**src/rtl/rs_pkg.sv**
```systemverilog
// Shared Reed-Solomon definitions: code geometry, GF(2^10) arithmetic,
// generator polynomial and the encoder FSM state type.
package rs_pkg;

    localparam int unsigned SYM_W     = 10;
    localparam int unsigned N         = 528;
    localparam int unsigned K         = 514;
    localparam int unsigned T         = (N - K) / 2;
    localparam int unsigned NPAR      = 2 * T;
    localparam logic [SYM_W:0] PRIM_POLY = 11'h409;

    typedef logic [SYM_W-1:0]            sym_t;
    typedef logic [NPAR-1:0][SYM_W-1:0]  gen_t;

    typedef enum logic [1:0] {IDLE, MSG, PAR} state_t;

    // Shift-and-reduce multiply modulo PRIM_POLY.
    function automatic sym_t gf_mul(input sym_t a, input sym_t b);
        sym_t acc;
        sym_t sh;
        acc = '0;
        sh  = a;
        for (int unsigned i = 0; i < SYM_W; i++) begin
            if (b[i]) acc = acc ^ sh;
            sh = {sh[SYM_W-2:0], 1'b0} ^ (sh[SYM_W-1] ? PRIM_POLY[SYM_W-1:0] : '0);
        end
        return acc;
    endfunction

    // g(x) = prod_{j=0}^{2T-1} (x + alpha^j); the monic x^2T term is implicit.
    function automatic gen_t gen_poly();
        sym_t c [0:NPAR];
        sym_t root;
        gen_t g;
        for (int unsigned i = 0; i <= NPAR; i++) c[i] = '0;
        c[0] = sym_t'(1);
        root = sym_t'(1);
        for (int unsigned j = 0; j < NPAR; j++) begin
            for (int unsigned i = NPAR; i >= 1; i--) c[i] = c[i-1] ^ gf_mul(c[i], root);
            c[0] = gf_mul(c[0], root);
            root = gf_mul(root, sym_t'(2));
        end
        for (int unsigned i = 0; i < NPAR; i++) g[i] = c[i];
        return g;
    endfunction

    localparam gen_t G = gen_poly();

endpackage

```
**src/rtl/rs_enc_lfsr.sv**
```systemverilog
// Parity register bank: LFSR division of the message by g(x), then drain.
module rs_enc_lfsr
    import rs_pkg::*;
(
    input  logic clk,
    input  logic rstn,
    input  logic clr_i,
    input  logic load_i,
    input  logic shift_i,
    input  sym_t din_i,
    output sym_t par_o
);

    gen_t r_q;
    gen_t r_d;
    sym_t fb;

    assign fb    = din_i ^ r_q[NPAR-1];
    assign par_o = r_q[NPAR-1];

    // Clear wins; load folds a message symbol in; shift drains parity highest-degree first.
    always_comb begin
        r_d = r_q;
        if (clr_i) begin
            r_d = '0;
        end else if (load_i) begin
            r_d[0] = gf_mul(G[0], fb);
            for (int unsigned i = 1; i < NPAR; i++) r_d[i] = r_q[i-1] ^ gf_mul(G[i], fb);
        end else if (shift_i) begin
            r_d[0] = '0;
            for (int unsigned i = 1; i < NPAR; i++) r_d[i] = r_q[i-1];
        end
    end

    // Register bank state.
    always_ff @(posedge clk or negedge rstn) begin
        if (!rstn) r_q <= '0;
        else       r_q <= r_d;
    end

endmodule

```
**src/rtl/rs_enc.sv**
```systemverilog
// Systematic RS(528,514) encoder: forwards K message symbols, then appends 2T parity.
module rs_enc
    import rs_pkg::*;
#(
    parameter int unsigned MSG_LEN = K
)
(
    input  logic clk,
    input  logic rstn,
    input  logic rs_ena,
    input  logic tx_vld,
    input  sym_t tx_data,
    input  logic tx_isos,
    output logic tx_rdy,
    output logic enc_vld,
    output sym_t enc_data,
    output logic enc_isos,
    output logic enc_sof,
    output logic enc_eof,
    output logic ENC_ERROR
);

    localparam int unsigned CNT_W = $clog2(MSG_LEN + 1);
    localparam int unsigned PAR_W = $clog2(NPAR);
    localparam logic [CNT_W-1:0] LAST_MSG = CNT_W'(MSG_LEN - 1);
    localparam logic [PAR_W-1:0] LAST_PAR = PAR_W'(NPAR - 1);

    state_t           state_q, state_d;
    logic [CNT_W-1:0] msg_cnt_q, msg_cnt_d;
    logic [PAR_W-1:0] par_cnt_q, par_cnt_d;
    logic             vld_q, vld_d;
    sym_t             data_q, data_d;
    logic             isos_q, isos_d;
    logic             sof_q, sof_d;
    logic             eof_q, eof_d;
    logic             err_q, err_d;
    logic             accept;
    logic             lfsr_shift;
    sym_t             par_sym;

    assign tx_rdy = rs_ena & (state_q != PAR);
    assign accept = tx_vld & tx_rdy;
    assign err_d  = tx_vld & ~tx_rdy & rs_ena;

    rs_enc_lfsr u_lfsr (
        .clk     (clk),
        .rstn    (rstn),
        .clr_i   (~rs_ena),
        .load_i  (accept),
        .shift_i (lfsr_shift),
        .din_i   (tx_data),
        .par_o   (par_sym)
    );

    // Next state, counters and the registered output symbol.
    always_comb begin
        state_d    = state_q;
        msg_cnt_d  = msg_cnt_q;
        par_cnt_d  = par_cnt_q;
        vld_d      = 1'b0;
        data_d     = '0;
        isos_d     = 1'b0;
        sof_d      = 1'b0;
        eof_d      = 1'b0;
        lfsr_shift = 1'b0;
        if (!rs_ena) begin
            state_d   = IDLE;
            msg_cnt_d = '0;
            par_cnt_d = '0;
        end else begin
            unique case (state_q)
                IDLE, MSG: begin
                    if (accept) begin
                        vld_d     = 1'b1;
                        data_d    = tx_data;
                        isos_d    = tx_isos;
                        sof_d     = (state_q == IDLE);
                        msg_cnt_d = msg_cnt_q + CNT_W'(1);
                        par_cnt_d = '0;
                        state_d   = (msg_cnt_q == LAST_MSG) ? PAR : MSG;
                    end
                end
                PAR: begin
                    vld_d      = 1'b1;
                    data_d     = par_sym;
                    lfsr_shift = 1'b1;
                    if (par_cnt_q == LAST_PAR) begin
                        eof_d     = 1'b1;
                        state_d   = IDLE;
                        msg_cnt_d = '0;
                        par_cnt_d = '0;
                    end else begin
                        par_cnt_d = par_cnt_q + PAR_W'(1);
                    end
                end
                default: state_d = IDLE;
            endcase
        end
    end

    // State, counter and output registers.
    always_ff @(posedge clk or negedge rstn) begin
        if (!rstn) begin
            state_q   <= IDLE;
            msg_cnt_q <= '0;
            par_cnt_q <= '0;
            vld_q     <= 1'b0;
            data_q    <= '0;
            isos_q    <= 1'b0;
            sof_q     <= 1'b0;
            eof_q     <= 1'b0;
            err_q     <= 1'b0;
        end else begin
            state_q   <= state_d;
            msg_cnt_q <= msg_cnt_d;
            par_cnt_q <= par_cnt_d;
            vld_q     <= vld_d;
            data_q    <= data_d;
            isos_q    <= isos_d;
            sof_q     <= sof_d;
            eof_q     <= eof_d;
            err_q     <= err_d;
        end
    end

    assign enc_vld   = vld_q;
    assign enc_data  = data_q;
    assign enc_isos  = isos_q;
    assign enc_sof   = sof_q;
    assign enc_eof   = eof_q;
    assign ENC_ERROR = err_q;

endmodule

```
**config.mk**
```make
export PLATFORM = sky130hd
export DESIGN_NAME = rs_enc
export DESIGN_NICKNAME = d
export VERILOG_FILES = /design/src/rtl/rs_pkg.sv /design/src/rtl/rs_enc_lfsr.sv /design/src/rtl/rs_enc.sv
export SDC_FILE = /design/constraint.sdc
export NUM_CORES = 1
export LEC_CHECK = 0
export CAP_MARGIN = 20
export CORE_MARGIN = 3
export CORE_UTILIZATION = 68
export DETAILED_ROUTE_END_ITERATION = 10
export PLACE_DENSITY = 0.87
export SYNTH_ARGS = -nofsm -noshare
export SYNTH_HDL_FRONTEND = slang
export SYNTH_HIERARCHICAL = 1
export SYNTH_SLANG_ARGS = --single-unit
```
**constraint.sdc**
```tcl
create_clock -name clk -period 7.2 [get_ports clk]
set_clock_uncertainty 0.1 [all_clocks]
set_input_delay 0.72 -clock clk [delete_from_list [all_inputs] [get_ports clk]]
set_output_delay 0.72 -clock clk [all_outputs]
set_load 0.01 [all_outputs]
```
==> flow_summary.json <==
{
  "finalWirelength_um": 28700,
  "yosysMostFrequentCell": "xnor2_1",
  "clock.fmax_ghz": 0.258,
  "drc": 0,
  "cts_hold_buf": 0,
  "post_drt_wl_per_cell_um": 22.5,
  "period_share_pct": 53.9,
  "crit_type": "input port to output port",
  "gp_congestion": 0.861,
  "cts.repair.resized": 0,
  "final_util_pct": 76.7,
  "place_ws_ns": 3.31,
  "switching_share_pct": 41.8,
  "syn_nets": 1082,
  "grt_max_degree": 107,
  "setup_violations": 0,
  "start_util_pct": 70.3,
  "outcome": "finished clean",
  "die_w_um": 135,
  "post-cts-setup-buffer-count": 0,
  "clock-root-buffer": "clkbuf_16",
  "synth_warnings": 6,
  "start_kind": "input port",
  "p_total_mw": 6.36,
  "overflow": 0,
  "rsz0062_at_grt": "false",
  "cts_tree": "done",
  "diodes": 0,
  "fin_nets": 1065,
  "ys_seq_area_share_pct": 37.9,
  "hold_viol_final": 0,
  "synth_area_leaders": "dfrtp_1 (38%), xnor2_1 (14%), a211oi_1 (11%), xor2_1 (5.5%), xnor3_1 (4.8%)",
  "cellPowerDensity_nw_per_um2": 517,
  "dieArea_um2": 18200,
  "synth_common_cells": "xnor2_1 (186), dfrtp_1 (171), a211oi_1 (166)",
  "cp_data_required_time_ns": 6.38,
  "syn-cell-area_um2": 11300,
  "hold_class": "input port to asynchronous set/reset pin",
  "yosysUniqueCellTypes": 57,
  "p_int_mw": 3.70,
  "cts-buffers-inserted": 17,
  "synth_edf_count": 0,
  "synth_top_area_share_pct": 37.9,
  "synth-seq-cells": 171,
  "cts.sinks": 171,
  "num_rows": 46,
  "p_seq_share_pct": 21.5,
  "io_buffers": 30,
  "maxCapViolCount": 0,
  "clk_latency_ns": 0.44,
  "p_clk_share_pct": 15.6,
  "synth_area_leader_cell": "dfrtp_1",
  "synthCells": 1063,
  "io_pins": 31,
  "fill_cells": 1012,
  "endpoint_kind": "output port",
  "worstMarginPinSlew_ns": 1.13,
  "drtIter0Drc": 828,
  "fin_setup_tns_ns": 0,
  "detail-route-antenna-nets": 0,
  "grt_pass1_vias": 8329,
  "grt_pass1_wl_um": 45700,
  "ir_drop_mv": 0.365,
  "critical_path.max_fanout": 35,
  "drt_pass1_iterations": 5,
  "cts_max_level": 4,
  "core_um2": 16100,
  "drive_above_1_share_pct": 8.59,
  "antenna_found_initial": 0,
  "dr_total_vias": 8471,
  "area_growth_pct": 9.15,
  "max_slew_margin_pct": 24.4,
  "async_reset_ff_share_pct": 100,
  "grt_use_total_pct": 32.6,
  "synthFlopType": "dfrtp_1",
  "hpwl_um": 17100,
  "fin_ws_ns": 3.32,
  "pwr-share-comb_pct": 63.0,
  "synth_area_per_cell_um2": 10.6,
  "path_clk_slew_ns": 0.07,
  "slew_viol_final": 0,
  "fp.dieH_um": 135,
  "worst_ep_arrival_time_ns": 3.06,
  "power.leakage_nw": 5.25,
  "ctsLongestPathBuffers": 2,
  "fin_crit_ns": 3.88,
  "vias_per_cell": 6.64,
  "power.switching_mw": 2.66,
  "rr_worst_depth": 6
}
final timing paths:
kind                                       from              end  slack (ns)
worst max-delay path                     rs_ena           tx_rdy        3.32
worst min-delay path                       rstn  u_lfsr/par_o[2]        0.26
worst max register to register  u_lfsr/par_o[8]  u_lfsr/par_o[4]        4.08
worst min register to register       state_q[0]          enc_sof        0.39
max in group asynchronous                  rstn   u_lfsr/r_q[69]        5.24
min in group clk                     state_q[0]          enc_sof        0.39
power groups by stage:
stage                     Combinational (mW)  Clock [mW]  Sequential (mW)
after floorplan                         3.14           0             1.32
after global placement                  3.80           0             1.37
after detailed placement                3.87           0             1.37
after CTS                               3.94       0.995             1.36
after global routing                    4.24        1.04             1.39
final                                   4.01       0.990             1.37
worst max-delay path, stage by stage:
cell             delay (ns)
clkdlybuf4s50_1        0.68
clkinv_2               0.36
buf_4                  0.40
nor2_2                 0.30
clkdlybuf4s50_1        0.59
cells by family (layout without fill, tap and decap cells):
group / after synthesis / count (layout) / synth area share, %
DFF: 171 / 171 / 37.9
and+or+nand+nor: 218 / 218 / 10.5
muxes: 4 / 4 / 0.355
adders and majority gates: 4 / 4 / 0.444
buffers and inverters: 96 / 92 / 3.70
AOI/OAI and AO/OA: 264 / 264 / 17.8
xor gates and xnor gates: 306 / 306 / 29.3
metal layers:
metal	vias up	share of wire, %	GRT usage (%)
li1	3734	-	-
met1	4230	41	44.9
met2	435	48	51.3
met3	72	8.8	6.89
met4	0	2.7	12.3
met5	-	0	0
state kept, by name (all words and copies together), names as in the netlist:
register      flops
u_lfsr/r_q      130
enc_data         10
msg_cnt_q        10
u_lfsr/par_o     10
par_cnt_q         4
state_q           2
ENC_ERROR         1
enc_eof           1
enc_isos          1
enc_sof           1
enc_vld           1
layout by cell type (no fill, tap or decap), types with 4 or more instances in the layout:
cell,count
a22o_1,44
mux2i_1,4
dfrtp_1,171
xor2_1,71
xnor3_1,24
buf_4,24
inv_1,4
xor3_1,5
o21ai_1,9
bufinv_16,4
nand4_1,4
ha_1,4
o31ai_1,8
nand3_1,8
nor3b_1,4
a211oi_1,166
clkdlybuf4s50_1,29
clkinvlp_4,4
nor3_1,4
a22oi_1,10
nor2_1,27
xnor2_1,182
nor2b_1,83
clkbuf_16,17
nand2_1,57
nor4b_1,4
a21oi_1,6
xnor2_2,16
stage by stage:
step	instance area [um2]	hold slack, ns	std cells
3_5_place_dp	11700	0.376	1242
3_3_place_gp	11700	0.363	1241
5_1_grt	12300	0.322	1275
2_1_floorplan	11300	0.324	1063
4_1_cts	12300	0.302	1274
6_report	12300	0.262	1275
cell type report:
| cell class | instances | area [um2] | area share (%) |
|---|---|---|---|
| Clock buffer | 18 | 429 | 3.48 |
| Inverter | 6 | 26.3 | 0.213 |
| Clock inverter | 14 | 195 | 1.58 |
| Multi-Input combinational cell | 796 | 6630 | 53.9 |
| Timing Repair Buffer | 54 | 482 | 3.91 |
| Sequential cell | 171 | 4280 | 34.7 |
| Tap cell | 216 | 270 | 2.19 |
Power figures use the tool's default switching activity.
